`config.mk`:
```
export PLATFORM = sky130hd
export DESIGN_NAME = amp_seq_ctrl
export DESIGN_NICKNAME = d
export VERILOG_FILES = /design/src/rtl/amp_seq_pkg.sv /design/src/rtl/seq_timer.sv /design/src/rtl/amp_seq_ctrl.sv
export SDC_FILE = /design/constraint.sdc
export NUM_CORES = 1
export LEC_CHECK = 0
export BUFFER_PORTS_ARGS = -buffer_cell sky130_fd_sc_hd__buf_2
export CORE_AREA = 2 2 54 106
export DETAILED_ROUTE_END_ITERATION = 10
export DIE_AREA = 0 0 56 108
export GPL_ROUTABILITY_DRIVEN = 0
export SYNTH_ARGS = -nofsm -noshare
export SYNTH_HDL_FRONTEND = slang
export SYNTH_SLANG_ARGS = --single-unit
```
`constraint.sdc`:
```
create_clock -name clk_i -period 4.8 [get_ports clk_i]
set_input_delay 0.48 -clock clk_i [delete_from_list [all_inputs] [get_ports clk_i]]
set_output_delay 0.48 -clock clk_i [all_outputs]
set_load 0.03 [all_outputs]
```
`src/rtl/amp_seq_pkg.sv`:
```
// Shared types and constants for the amplifier power/mute sequencer.
// Holds the state encoding and the per-state pin decode.
package amp_seq_pkg;

  localparam int STATE_W = 3;

  typedef enum logic [STATE_W-1:0] {
    ST_OFF      = 3'd0,
    ST_PWR_UP   = 3'd1,
    ST_WAKE     = 3'd2,
    ST_WAIT_CLK = 3'd3,
    ST_RUN      = 3'd4,
    ST_MUTE_DN  = 3'd5,
    ST_SLEEP    = 3'd6,
    ST_FAULT    = 3'd7
  } seq_state_e;

  typedef struct packed {
    logic pwr_en;
    logic standby_n;
    logic mute_n;
  } amp_pins_t;

  localparam amp_pins_t PINS_OFF     = 3'b000;
  localparam amp_pins_t PINS_SUPPLY  = 3'b100;
  localparam amp_pins_t PINS_AWAKE   = 3'b110;
  localparam amp_pins_t PINS_PLAYING = 3'b111;

  function automatic amp_pins_t decode_pins(input seq_state_e s);
    case (s)
      ST_PWR_UP:   return PINS_SUPPLY;
      ST_WAKE:     return PINS_AWAKE;
      ST_WAIT_CLK: return PINS_AWAKE;
      ST_RUN:      return PINS_PLAYING;
      ST_MUTE_DN:  return PINS_AWAKE;
      ST_SLEEP:    return PINS_SUPPLY;
      default:     return PINS_OFF;
    endcase
  endfunction

  function automatic logic is_timed(input seq_state_e s);
    return (s == ST_PWR_UP) || (s == ST_WAKE) || (s == ST_MUTE_DN) ||
           (s == ST_SLEEP)  || (s == ST_FAULT);
  endfunction

endpackage

```
`src/rtl/seq_timer.sv`:
```
// Shared reloadable dwell down-counter for the amplifier sequencer.
// Loads a value, counts down to zero and holds there.
module seq_timer #(
  parameter int CNT_W = 16
) (
  input  logic             clk_i,
  input  logic             reset_i,
  input  logic             load_i,
  input  logic [CNT_W-1:0] load_val_i,
  output logic             timeout_o
);

  logic [CNT_W-1:0] cnt_q;
  logic [CNT_W-1:0] cnt_d;

  always_comb begin
    cnt_d = cnt_q;
    if (load_i) begin
      cnt_d = load_val_i;
    end else if (cnt_q != '0) begin
      cnt_d = cnt_q - 1'b1;
    end
  end

  always_ff @(posedge clk_i) begin
    if (reset_i) begin
      cnt_q <= '0;
    end else begin
      cnt_q <= cnt_d;
    end
  end

  // A load is only issued on the edge that leaves the current dwell, so the
  // zero flag always belongs to the state being timed, never to a fresh load.
  assign timeout_o = (cnt_q == '0);

endmodule

```
`src/rtl/amp_seq_ctrl.sv`:
```
// Power/mute sequencer for the external class-D amplifier.
// FSM, per-state dwell selection for the shared timer, and fault bookkeeping.
module amp_seq_ctrl
  import amp_seq_pkg::*;
#(
  parameter int CNT_W   = 16,
  parameter int T_PWR   = 1000,
  parameter int T_WAKE  = 500,
  parameter int T_MUTE  = 200,
  parameter int T_SLEEP = 200,
  parameter int T_RETRY = 10000
) (
  input  logic               clk_i,
  input  logic               reset_i,
  input  logic               en_i,
  input  logic               fault_i,
  input  logic               i2s_valid_i,
  output logic               amp_pwr_en_o,
  output logic               amp_standby_n_o,
  output logic               amp_mute_n_o,
  output logic               ready_o,
  output logic               fault_latched_o,
  output logic [7:0]         fault_cnt_o,
  output logic [STATE_W-1:0] seq_state_o
);

  seq_state_e       state_q, state_d;
  logic             fault_latched_q, fault_latched_d;
  logic [7:0]       fault_cnt_q, fault_cnt_d;
  logic             tmr_load;
  logic [CNT_W-1:0] tmr_load_val;
  logic             tmr_timeout;
  logic             retry_reload;
  logic             fault_entry;
  amp_pins_t        pins;

  always_comb begin
    state_d = state_q;
    case (state_q)
      ST_OFF: begin
        if (en_i && !fault_i) state_d = ST_PWR_UP;
      end
      ST_PWR_UP: begin
        if (!en_i)            state_d = ST_OFF;
        else if (tmr_timeout) state_d = ST_WAKE;
      end
      ST_WAKE: begin
        if (!en_i)            state_d = ST_SLEEP;
        else if (tmr_timeout) state_d = ST_WAIT_CLK;
      end
      ST_WAIT_CLK: begin
        if (!en_i)            state_d = ST_SLEEP;
        else if (i2s_valid_i) state_d = ST_RUN;
      end
      ST_RUN: begin
        if (!en_i || !i2s_valid_i) state_d = ST_MUTE_DN;
      end
      ST_MUTE_DN: begin
        // The mute ramp always completes; en is only looked at on its last cycle.
        if (tmr_timeout) state_d = en_i ? ST_WAIT_CLK : ST_SLEEP;
      end
      ST_SLEEP: begin
        if (tmr_timeout) state_d = ST_OFF;
      end
      ST_FAULT: begin
        if (tmr_timeout && !fault_i) state_d = ST_OFF;
      end
      default: state_d = ST_OFF;
    endcase

    if (fault_i && (state_q != ST_OFF) && (state_q != ST_FAULT)) begin
      state_d = ST_FAULT;
    end
  end

  always_ff @(posedge clk_i) begin
    if (reset_i) begin
      state_q <= ST_OFF;
    end else begin
      state_q <= state_d;
    end
  end

  // A retry that finds the fault still present re-arms the FAULT dwell in place.
  assign retry_reload = (state_q == ST_FAULT) && tmr_timeout && fault_i;
  assign tmr_load     = ((state_d != state_q) && is_timed(state_d)) || retry_reload;

  always_comb begin
    tmr_load_val = '0;
    case (state_d)
      ST_PWR_UP:  tmr_load_val = CNT_W'(T_PWR - 1);
      ST_WAKE:    tmr_load_val = CNT_W'(T_WAKE - 1);
      ST_MUTE_DN: tmr_load_val = CNT_W'(T_MUTE - 1);
      ST_SLEEP:   tmr_load_val = CNT_W'(T_SLEEP - 1);
      ST_FAULT:   tmr_load_val = CNT_W'(T_RETRY - 1);
      default:    tmr_load_val = '0;
    endcase
  end

  seq_timer #(
    .CNT_W(CNT_W)
  ) u_timer (
    .clk_i      (clk_i),
    .reset_i    (reset_i),
    .load_i     (tmr_load),
    .load_val_i (tmr_load_val),
    .timeout_o  (tmr_timeout)
  );

  assign fault_entry = (state_d == ST_FAULT) && (state_q != ST_FAULT);

  always_comb begin
    fault_latched_d = fault_latched_q;
    if (fault_entry) begin
      fault_latched_d = 1'b1;
    end else if ((state_q == ST_OFF) && !en_i) begin
      fault_latched_d = 1'b0;
    end

    fault_cnt_d = fault_cnt_q;
    if (fault_entry && (fault_cnt_q != 8'hFF)) begin
      fault_cnt_d = fault_cnt_q + 8'd1;
    end
  end

  always_ff @(posedge clk_i) begin
    if (reset_i) begin
      fault_latched_q <= 1'b0;
      fault_cnt_q     <= 8'd0;
    end else begin
      fault_latched_q <= fault_latched_d;
      fault_cnt_q     <= fault_cnt_d;
    end
  end

  assign pins            = decode_pins(state_q);
  assign amp_pwr_en_o    = pins.pwr_en;
  assign amp_standby_n_o = pins.standby_n;
  assign amp_mute_n_o    = pins.mute_n;
  assign ready_o         = (state_q == ST_RUN);
  assign fault_latched_o = fault_latched_q;
  assign fault_cnt_o     = fault_cnt_q;
  assign seq_state_o     = state_q;

endmodule

```
==> metrics.md <==
| Metric | Value |
|---|---|
| DP HPWL | 3.59 mm |
| Number of instances on the worst hold path | 2 |
| Largest net degree at the start of global routing | 28 |
| Register bit count reported by yosys | 28 |
| Cell type with the highest aggregate area in the netlist | dfxtp_1 |
| Summed negative setup slack over all endpoints | 0 ps |
| Total of buffers placed on input and output ports | 20 |
| Hold buffer count at CTS | 0 |
| Htree depth | 1 |
| HP Start | fault_latched_o |
| Drt drc | 0 |
| Area of the core | 5180 um2 |
| Met1 layer usage reported by global route | 16.7% |
| Number of warning messages in the yosys log | 0 |
| Maximum root-to-sink buffer count | 2 |
| Final WL | 4.78 mm |
| Startpoint type of the worst setup path | flop |
| Synth area leaders | dfxtp_1 28%, xnor2_1 6.1%, nor2_1 4.3% |
| End of the worst register-to-register path | u_timer.cnt_q[3] |
| Standard-cell row count | 37 |
| Busiest grt layer | met2 |
| Ranking of synthesized cells by instance count | 28 x dfxtp_1, 23 x nor2_1, 15 x nand2_1 |
| Starting Density | 38.9% |
| Met2 global-route usage | 32.3% |
| Proportion of register bits with asynchronous set or reset after synthesis | 0% |
| Final routed wire length divided by cell count | 15.6 um |
| GR Overflow Total | 0 |
| Data arrival time at the worst-slack endpoint | 3630 ps |
| Number of antenna violations at the first check in global routing | 0 |
| Y dimension of the die | 108 um |
| Average via count per standard cell | 5.78 |
| Setup repair bufs after CTS | 0 |
| Required time at the worst-slack endpoint | 4980 ps |
| Fin crit period | 3450 ps |
| Area growth syn-to-layout | 8.62% |
| Power consumption | 1.48 mW |
| Leak Pwr | 0.898 nW |
| Inserted Diodes | 0 |
| Power per standard cell area | 675 nW/um2 |
| Category of the worst setup path capture point | flop |
| I/O Pins | 21 |
| Area share of the largest cell type after synthesis | 27.8% |
| Largest driver fanout on the critical path | 13 |
| Final hold viol count | 0 |
| Count of cell types in the netlist | 60 |
| Post-synthesis net count | 250 |
| Number of synthesized flops with an enable pin | 0 |
| Result of the run | complete, no violations |
| Worst vdd rail ir drop | 0.357 mV |
| Clk_skew | 4.30 ps |
| Met3 Resource Use GR | 1.56% |
| Final net count | 261 |
| Final cell count without fillers | 307 |
| Vias in the first global route | 1719 |
| Clock slew at reported path FFs | 100 ps |
| Total vias in the final route | 1773 |
| Wire length of the first global-routing pass | 7.96 mm |
| Flip-flop cell with the highest count after synthesis | dfxtp_1 |
| Sequential element share of the synthesized area | 27.8% |
| Crit Reg-Reg Startpoint | u_timer.cnt_q[0] |
| Number of endpoints failing setup at the final stage | 0 |
| Hold Crit Class | flop to flop |
| Die area | 6050 um2 |
| Number of cells on the worst reg-to-reg path | 12 |
| TritonCTS clock tree | built |
| Critical Setup Path Class | flop to flop |
| Cell area after synthesis | 2020 um2 |
| Number of violations reported at the end of detailed-routing iteration 0 | 36 |
| Count of max-cap constraint violations | 0 |
| Count of placed standard cells including taps | 303 |
| Global-route usage over all layers | 16.5% |
| Later-pin clock latency in the skew report | 280 ps |
| Number of sinks on the clock net | 28 |
| Proportion of layout cells with a drive suffix above 1 | 16.5% |
| Avg Inst Size Synth | 8.44 um2 |
| DRT antenna net count | 0 |
| Multi-input logic area | 1340 um2 |
| Period Utilization, post-route | 71.9% |
| Clock root buffer | clkbuf_8 |
| Number of fill cells | 551 |
| Cells after synthesis | 239 |
| Number of buffers added by the clock tree synthesis step | 3 |
| Reg-to-reg slack, setup | 1350 ps |
| Horizontal extent of the die | 56 um |
| Unrepaired setup endpoints after global routing | false |
| Tightest slew margin relative to the limit | 41.6% |
| Maximum clock frequency | 290 MHz |
| Transition time at the pin with the least slew margin | 876 ps |
| Top-count cell post-synth | dfxtp_1 |
| Register area | 561 um2 |
| Count of final max-slew check failures | 0 |
| Post-CTS Resized | 0 |
| Endpoint, Worst Hold | fault_latched_o |
| Iteration count of the initial detailed-routing pass | 4 |
-- registers in the layout, indices dropped and copies added, names as in the netlist --
name             flops
u_timer.cnt_q       16
fault_cnt_o          8
seq_state_o          3
fault_latched_o      1
-- cell families (layout without fill, tap and decap cells) --
| logic type | Yosys count | count (layout) | synth area share, % |
|---|---|---|---|
| flops | 28 | 28 | 27.8 |
| compound gates | 48 | 48 | 18.4 |
| mux | 11 | 11 | 6.45 |
| simple gates | 97 | 97 | 28.2 |
| fa+ha+maj | 6 | 6 | 3.72 |
| buf+inv | 27 | 37 | 5.89 |
| xor+xnor | 22 | 22 | 9.55 |
-- per-layer routing --
metal / vias up / routed length (um)
li1: 879 / -
met1: 852 / 1800
met2: 30 / 2710
met3: 12 / 99
met4: 0 / 174
met5: - / 0
-- layout make-up --
| class | instances | area share [%] |
|---|---|---|
| clock inverters | 1 | 1.37 |
| clock buffers | 3 | 1.88 |
| inverters | 13 | 2.23 |
| well taps | 58 | 3.31 |
| multi-input cells | 184 | 61.1 |
| repair buffers | 20 | 4.57 |
| flip-flops and latches | 28 | 25.6 |
-- worst max-delay path, stage by stage, from the launching register on --
cell	delay [ps]
dfxtp_1	340
inv_1	110
ha_1	150
nor3b_1	390
and4_1	590
a21oi_1	150
o2bb2ai_2	270
inv_1	100
ha_1	310
a41oi_1	300
nand2_4	120
nand2_4	180
mux2_1	340
-- placed cells by master (no fill, tap or decap), types with 3 or more instances in the layout --
master / count
ha_1: 6
nor3_1: 13
mux2i_1: 4
nor4_1: 3
dfxtp_1: 28
and3_1: 5
o21ai_0: 4
xor2_1: 8
o21a_1: 3
buf_2: 20
nor2_1: 23
clkbuf_8: 3
nand2b_1: 3
and4_1: 4
nand3_1: 8
nor3b_1: 3
nand2_1: 15
a21oi_1: 14
inv_1: 11
mux2_4: 3
a211oi_1: 3
xnor2_1: 14
mux2_1: 3
and2_1: 3
-- metrics by stage --
stage	area, um2	util, %	setup slack (ps)	hold slack, ps
3_3_place_gp	2120	40.9	1490	462
3_5_place_dp	2120	40.9	1370	460
4_1_cts	2190	42.3	1350	477
6_report	2190	42.3	1350	468
2_1_floorplan	2020	-	1690	589
5_1_grt	2190	42.3	1030	510
-- worst max-delay path by stage --
stage                           from           endpoint  slack [ps]
floorplan             seq_state_o[2]  u_timer.cnt_q[10]        1690
global placement    u_timer.cnt_q[0]   u_timer.cnt_q[9]        1490
detailed placement  u_timer.cnt_q[0]   u_timer.cnt_q[3]        1370
CTS                 u_timer.cnt_q[0]   u_timer.cnt_q[3]        1350
global route        u_timer.cnt_q[0]   u_timer.cnt_q[9]        1030
finish              u_timer.cnt_q[0]   u_timer.cnt_q[3]        1350
-- power by group --
group / internal, mW / leakage, nW / total, mW / switching (mW)
logic: 0.373 / 0.633 / 0.895 / 0.522
clock network: 0.112 / 0.0357 / 0.191 / 0.0796
registers: 0.294 / 0.229 / 0.393 / 0.0997
total: 0.779 / 0.898 / 1.48 / 0.701
(Power assumes the default switching activity.)
